File: src/rtl/key_command.sv
// key_command: synchronises and debounces the active-low board keys, then
// turns them into a start pulse and handshaked, auto-repeating move requests.
module key_command #(
    parameter logic [23:0] DEBOUNCE_CYCLES = 24'd50_000,
    parameter logic [23:0] REPEAT_DELAY    = 24'd10_000_000,
    parameter logic [23:0] REPEAT_PERIOD   = 24'd2_500_000
) (
    input  logic clk,
    input  logic reset,
    input  logic key_left_n,
    input  logic key_right_n,
    input  logic key_start_n,
    input  logic moveDone,
    output logic left,
    output logic right,
    output logic start
);

    typedef enum logic [1:0] {IDLE, REQ, ACKLOW, HOLD} state_t;

    // Key index: 0 = left, 1 = right, 2 = start.
    logic [2:0]  sync1_q, sync1_d;
    logic [2:0]  sync2_q, sync2_d;
    logic [2:0]  db_q, db_d;
    logic [2:0]  level;
    logic [23:0] cnt_q [3];
    logic [23:0] cnt_d [3];

    logic        start_prev_q, start_prev_d;
    logic        start_q, start_d;

    state_t      state_q, state_d;
    logic        dir_q, dir_d;
    logic        first_q, first_d;
    logic        left_q, left_d;
    logic        right_q, right_d;
    logic [23:0] rep_q, rep_d;
    logic        held;

    always_comb begin
        sync1_d = {key_start_n, key_right_n, key_left_n};
        sync2_d = sync1_q;
        level   = ~sync2_q;
        db_d    = db_q;
        for (int i = 0; i < 3; i++) begin
            cnt_d[i] = '0;
            if (level[i] != db_q[i]) begin
                if (cnt_q[i] == DEBOUNCE_CYCLES - 24'd1) begin
                    db_d[i] = level[i];
                end else begin
                    cnt_d[i] = cnt_q[i] + 24'd1;
                end
            end
        end
        start_prev_d = db_q[2];
        start_d      = db_q[2] & ~start_prev_q;
    end

    // dir_q: 0 = left, 1 = right
    assign held = dir_q ? db_q[1] : db_q[0];

    always_comb begin
        state_d = state_q;
        dir_d   = dir_q;
        first_d = first_q;
        left_d  = left_q;
        right_d = right_q;
        rep_d   = rep_q;
        unique case (state_q)
            IDLE: begin
                if (db_q[0] ^ db_q[1]) begin
                    state_d = REQ;
                    dir_d   = db_q[1];
                    first_d = 1'b1;
                    left_d  = db_q[0];
                    right_d = db_q[1];
                end
            end
            REQ: begin
                if (moveDone) begin
                    state_d = ACKLOW;
                    left_d  = 1'b0;
                    right_d = 1'b0;
                end
            end
            ACKLOW: begin
                if (!moveDone) begin
                    state_d = HOLD;
                    rep_d   = first_q ? REPEAT_DELAY : REPEAT_PERIOD;
                    first_d = 1'b0;
                end
            end
            HOLD: begin
                if (!held) begin
                    state_d = IDLE;
                end else if (rep_q == 24'd1) begin
                    state_d = REQ;
                    left_d  = ~dir_q;
                    right_d = dir_q;
                end else begin
                    rep_d = rep_q - 24'd1;
                end
            end
            default: state_d = IDLE;
        endcase
    end

    always_ff @(posedge clk or posedge reset) begin
        if (reset) begin
            sync1_q      <= '1;
            sync2_q      <= '1;
            db_q         <= '0;
            for (int i = 0; i < 3; i++) cnt_q[i] <= '0;
            start_prev_q <= 1'b0;
            start_q      <= 1'b0;
            state_q      <= IDLE;
            dir_q        <= 1'b0;
            first_q      <= 1'b0;
            left_q       <= 1'b0;
            right_q      <= 1'b0;
            rep_q        <= '0;
        end else begin
            sync1_q      <= sync1_d;
            sync2_q      <= sync2_d;
            db_q         <= db_d;
            for (int i = 0; i < 3; i++) cnt_q[i] <= cnt_d[i];
            start_prev_q <= start_prev_d;
            start_q      <= start_d;
            state_q      <= state_d;
            dir_q        <= dir_d;
            first_q      <= first_d;
            left_q       <= left_d;
            right_q      <= right_d;
            rep_q        <= rep_d;
        end
    end

    assign left  = left_q;
    assign right = right_q;
    assign start = start_q;

endmodule

File: config.mk
export PLATFORM = sky130hd
export DESIGN_NAME = key_command
export DESIGN_NICKNAME = d
export VERILOG_FILES = /design/src/rtl/key_command.sv
export SDC_FILE = /design/constraint.sdc
export NUM_CORES = 1
export LEC_CHECK = 0
export ABC_AREA = 1
export BUFFER_PORTS_ARGS = -buffer_cell sky130_fd_sc_hd__buf_2
export CAP_MARGIN = 15
export CORE_MARGIN = 2
export CORE_UTILIZATION = 30
export DETAILED_ROUTE_END_ITERATION = 8
export GPL_TIMING_DRIVEN = 0
export PLACE_DENSITY_LB_ADDON = 0.25
export SYNTH_ARGS = -nofsm -noshare
export SYNTH_HDL_FRONTEND = slang
export SYNTH_SLANG_ARGS = --single-unit
File: constraint.sdc
create_clock -name clk -period 4.5 [get_ports clk]
set_clock_uncertainty 0.05 [all_clocks]
set_input_delay 0.225 -clock clk [delete_from_list [all_inputs] [get_ports clk]]
set_output_delay 0.225 -clock clk [all_outputs]
set_load 0.005 [all_outputs]
### After elaboration in Yosys (flattened, before gate mapping)

Index checks and enable logic that the tools add are counted.

| word-level totals | value |
|---|---|
| register bits after elaboration | 113 |
| bits of input ports | 6 |
| output and inout bits | 3 |
| logic and storage cells | 84 |

| operators by class | value |
|---|---|
| $add $sub $neg | 4 |
| eq/ne operators | 17 |
| multiplexer cells | 30 |
| bitwise logic cells | 5 |
| reductions and logical operators | 12 |

Operators by type and width:

| operator | number |
|---|---|
| 24-bit 2-to-1 mux | 10 |
| 24-bit by 1-bit adder with 24-bit output (second input constant) | 3 |
| 24-bit by 16-bit == test with 1-bit output (second input constant) | 3 |
| 24-bit one-hot mux with 2 select lines | 1 |
| 24-bit by 1-bit == test with 1-bit output (second input constant) | 1 |
| 24-bit by 1-bit subtractor with 24-bit output (second input constant) | 1 |
| 2-bit != test (second input constant) | 6 |
| 1-bit 2-to-1 mux | 10 |
| 2-bit 2-to-1 mux | 5 |
| 2-bit one-hot mux with 4 select lines | 1 |
| 2-bit AND reduction | 4 |
| 4-bit AND reduction | 2 |
| 1-bit one-hot mux with 3 select lines | 2 |
| 5-bit AND reduction | 1 |
| 2-bit == test (second input constant) | 2 |
| 2-bit nonzero test | 2 |
| 1-bit != test | 3 |
| 3-bit != test (second input constant) | 1 |
| 3-bit NOT | 1 |
| 3-bit AND reduction | 1 |
| 3-bit nonzero test | 1 |
| 2-bit by 1-bit == test with 1-bit output (second input constant) | 1 |
| 2-bit logical NOT | 1 |
| 1-bit NOT | 2 |
| 3 further kinds | 3 |

### Logic depth before layout (Yosys ltp)

| depth | value |
|---|---|
| depth after elaboration | 4 |
| depth in mapped cells | 10 |
| gate-level depth less buffers | 10 |

### Least setup slack after synthesis

OpenSTA, ideal clock, no wires.

| timing path | value |
|---|---|
| path type | register -> register |
| start point | register cnt_q[48] (netlist name) |
| end point | register cnt_q[55] (netlist name) |
| library setup time | 0.128 ns |
| arrival time | 1.353 ns |
| data required time | 4.322 ns |
| path slack | 2.968 ns |
| stages on the path, launching flop included | 8 |
| buffers on the path | 1 |
| period minus slack after synthesis | 1.532 ns |
| path through | dfrtp_1 ha_1 nand3_1 nor3_1 nand3_1 nand2_1 buf_4 a211oi_1 |

RTL lines:

| element | line | text |
|---|---|---|
| start: declaration | 26 | `logic [23:0] cnt_q [3];` |

==> impl_metrics.json <==
{
  "n_antenna_cell": 0,
  "areaGrowthSynthToFinish_pct": 16.2,
  "layout_common_cells": "nand2_1 (219), nor2_1 (165), dfrtp_1 (107)",
  "port_buffers": 8,
  "peakVddDrop_mv": 0.192,
  "vias_per_cell": 4.73,
  "rsz0062_at_grt": "no",
  "synth_edf_count": 0,
  "period_needed_ns": 2.03,
  "start_util": 0.307,
  "hold_class": "in -> reg",
  "cp_slowest_stage_delay_ns": 0.43,
  "muxShareOfSynthArea": 0,
  "power_switching_w": 0.000574,
  "multi_input_area_um2": 3390,
  "maxSlewHeadroom": 0.602,
  "synth_compound_area_frac": 0.0341,
  "synth_top_family_by_area": "simple AND/OR/NAND/NOR gates",
  "antenna_found_initial": 0,
  "drtIter0Drc": 374,
  "cp.arrival_ns": 2.29,
  "finalHoldViolCount": 0,
  "die_y_um": 154,
  "drc": 0,
  "drive_gt1_frac": 0.100,
  "routed_wl_um": 15900,
  "p_int_w": 0.00198,
  "start_kind": "flip-flop",
  "status": "finished clean",
  "cp_cell_sequence": "ha_1 > nand3_1 > nor3_1 > nand3_1 > nand2_1 > buf_4 > nor2_1",
  "cap_violations": 0,
  "synth.net_count": 938,
  "holdBufCountCts": 4,
  "final-seq-area_um2": 2840,
  "cts_tree": "done",
  "crit_type": "reg -> reg",
  "synthAdderAreaFrac": 0.0168,
  "pwr-share-comb": 0.022,
  "ys_ff_latch": 113,
  "tightest_slew_ns": 0.597,
  "clock_latency_ns": 0.43,
  "finalCritPeriodShare": 0.451,
  "p_total_w": 0.00256,
  "ys_types": 34,
  "synth_xor_area_frac": 0.0600,
  "postRouteAntennaNets": 0,
  "die_x_um": 154,
  "holdWs_ns": 0.208,
  "post_cts_buffers": 0,
  "cts_buffers": 17,
  "place_congestion": 0.908,
  "p_sw_frac": 0.224,
  "slowest_stage": "dfrtp_1",
  "required_ns": 4.76,
  "wire_per_inst_um": 12.7,
  "cp_max_fo": 10,
  "grt_pass1_wl_um": 27500,
  "ctsHtreeMaxLevel": 4,
  "dieArea_um2": 23600,
  "clock-sinks": 113,
  "clk_pin_slew_worst_paths_ns": 0.06,
  "grt_overflow": 0,
  "grt_pass1_vias": 5592,
  "async_flop_share": 1.00,
  "syn_area_um2": 6720,
  "syn_avg_cell_area_um2": 7.28,
  "first_pass_iters": 5,
  "finalNetCount": 970,
  "cts_root_buf": "clkbuf_16",
  "synth_cells": 923,
  "grt_max_degree": 67,
  "detailed_place_hpwl_um": 11300,
  "powerDensity_nw_per_um2": 328,
  "yosysWarnings": 0,
  "crit_top_cell": "nand3_1",
  "fmax_mhz": 493,
  "power_leakage_nw": 3.60,
  "pin_count": 9,
  "cts_resized": 0,
  "cts_max_path_buffers": 2,
  "track_usage": 0.143,
  "seq_area_frac_synth": 0.422,
  "vias": 5899,
  "seqPwrFrac": 0.405,
  "maxSlewViolCount": 0,
  "synthFlopType": "dfrtp_1",
  "final_common_cell": "nand2_1",
  "cp-end-kind": "flip-flop",
  "clkPwrFrac": 0.573,
  "synth_simple_gate_area_frac": 0.394,
  "setup-violations-final": 0,
  "n_fill_cell": 2312,
  "row_count": 54,
  "fin_tns_setup_ns": 0,
  "coreArea_um2": 21900
}
-- worst max-delay path: cells and delay by family, from the launching register on --
family,cells,cell delay (ns)
fa+ha+maj,1,0.22
buf+inv,1,0.20
flops,1,0.43
simple gates,5,1.03
-- synthesized netlist by cell type (2+ instances only) --
cell / instances / area share
nand2_1: 219 / 0.12
nor2_1: 165 / 0.092
dfrtp_1: 107 / 0.40
inv_1: 103 / 0.058
nand3_1: 88 / 0.066
nand4_1: 36 / 0.034
xor2_1: 35 / 0.046
nor3_1: 33 / 0.025
o21ai_0: 19 / 0.014
a21oi_1: 17 / 0.013
nand2_2: 14 / 0.013
xnor2_1: 11 / 0.014
nor2_2: 10 / 0.0093
ha_1: 9 / 0.017
dfstp_2: 6 / 0.023
nor3_2: 6 / 0.0089
clkbuf_1: 5 / 0.0028
nor2_4: 5 / 0.0084
buf_4: 4 / 0.0045
nor3b_1: 4 / 0.0045
a22oi_1: 3 / 0.0034
buf_1: 3 / 0.0017
nor4_1: 3 / 0.0028
or2_2: 3 / 0.0028
a211oi_1: 2 / 0.0022
and3_1: 2 / 0.0019
buf_2: 2 / 0.0015
buf_6: 2 / 0.0034
inv_2: 2 / 0.0011
-- logic make-up after synthesis --
group | after synthesis
compound gates | 43
flops | 113
buf+inv | 122
fa+ha+maj | 9
simple gates | 590
xor+xnor | 46
-- power groups by stage --
stage | clock [W] | sequential (W) | combinational [W]
2_1_floorplan | 0 | 0.00105 | 0.0000356
6_report | 0.00147 | 0.00104 | 0.0000560
4_1_cts | 0.00150 | 0.00104 | 0.0000590
3_3_place_gp | 0 | 0.00106 | 0.0000523
3_5_place_dp | 0 | 0.00106 | 0.0000562
5_1_grt | 0.00154 | 0.00104 | 0.0000658
-- through the flow --
step | cells | setup WS (ns) | util | cell area [um2]
after floorplan | 923 | 1.25 | - | 6720
after global placement | 1211 | -0.340 | 0.325 | 7110
after detailed placement | 1212 | 2.49 | 0.326 | 7140
after CTS | 1248 | 2.47 | 0.357 | 7810
after global routing | 1248 | 2.31 | 0.357 | 7810
final | 1248 | 2.47 | 0.357 | 7810
-- path summary, 6_finish.rpt --
kind	from	end	slack (ns)	cells after the start
setup / recovery	cnt_q[48]	cnt_q[58]	2.47	7
hold / removal	moveDone	first_q	0.21	5
setup reg to reg	cnt_q[48]	cnt_q[58]	2.47	7
hold reg to reg	sync1_q[2]	sync2_q[2]	0.31	0
max in group asynchronous	reset	sync1_q[1]	3.35	4
min in group asynchronous	reset	cnt_q[0]	0.33	3
-- per-layer routing --
metal / share of wire / up-vias / wire [um] / track usage
li1: - / 3026 / - / -
met1: 0.50 / 2743 / 8010 / 0.197
met2: 0.44 / 97 / 7030 / 0.221
met3: 0.033 / 33 / 520 / 0.0304
met4: 0.020 / 0 / 317 / 0.0533
met5: 0 / - / 0 / 0
-- state kept, by name, summed over array words and instances, names as in the netlist --
name          cells
first_q           1
db_q              3
cnt_q            72
rep_q            24
state_q           2
start             1
right             1
dir_q             1
left              1
sync1_q           3
start_prev_q      1
sync2_q           3
-- area by class of cell --
class | count | area share
Timing Repair Buffer | 13 | 0.0138
Clock buffer | 19 | 0.0567
Sequential cell | 113 | 0.363
Multi-Input combinational cell | 688 | 0.434
Inverter | 106 | 0.0516
Tap cell | 280 | 0.0449
Buffer | 16 | 0.0119
Clock inverter | 13 | 0.0237
Note: power is estimated with default switching activity, not from simulation.
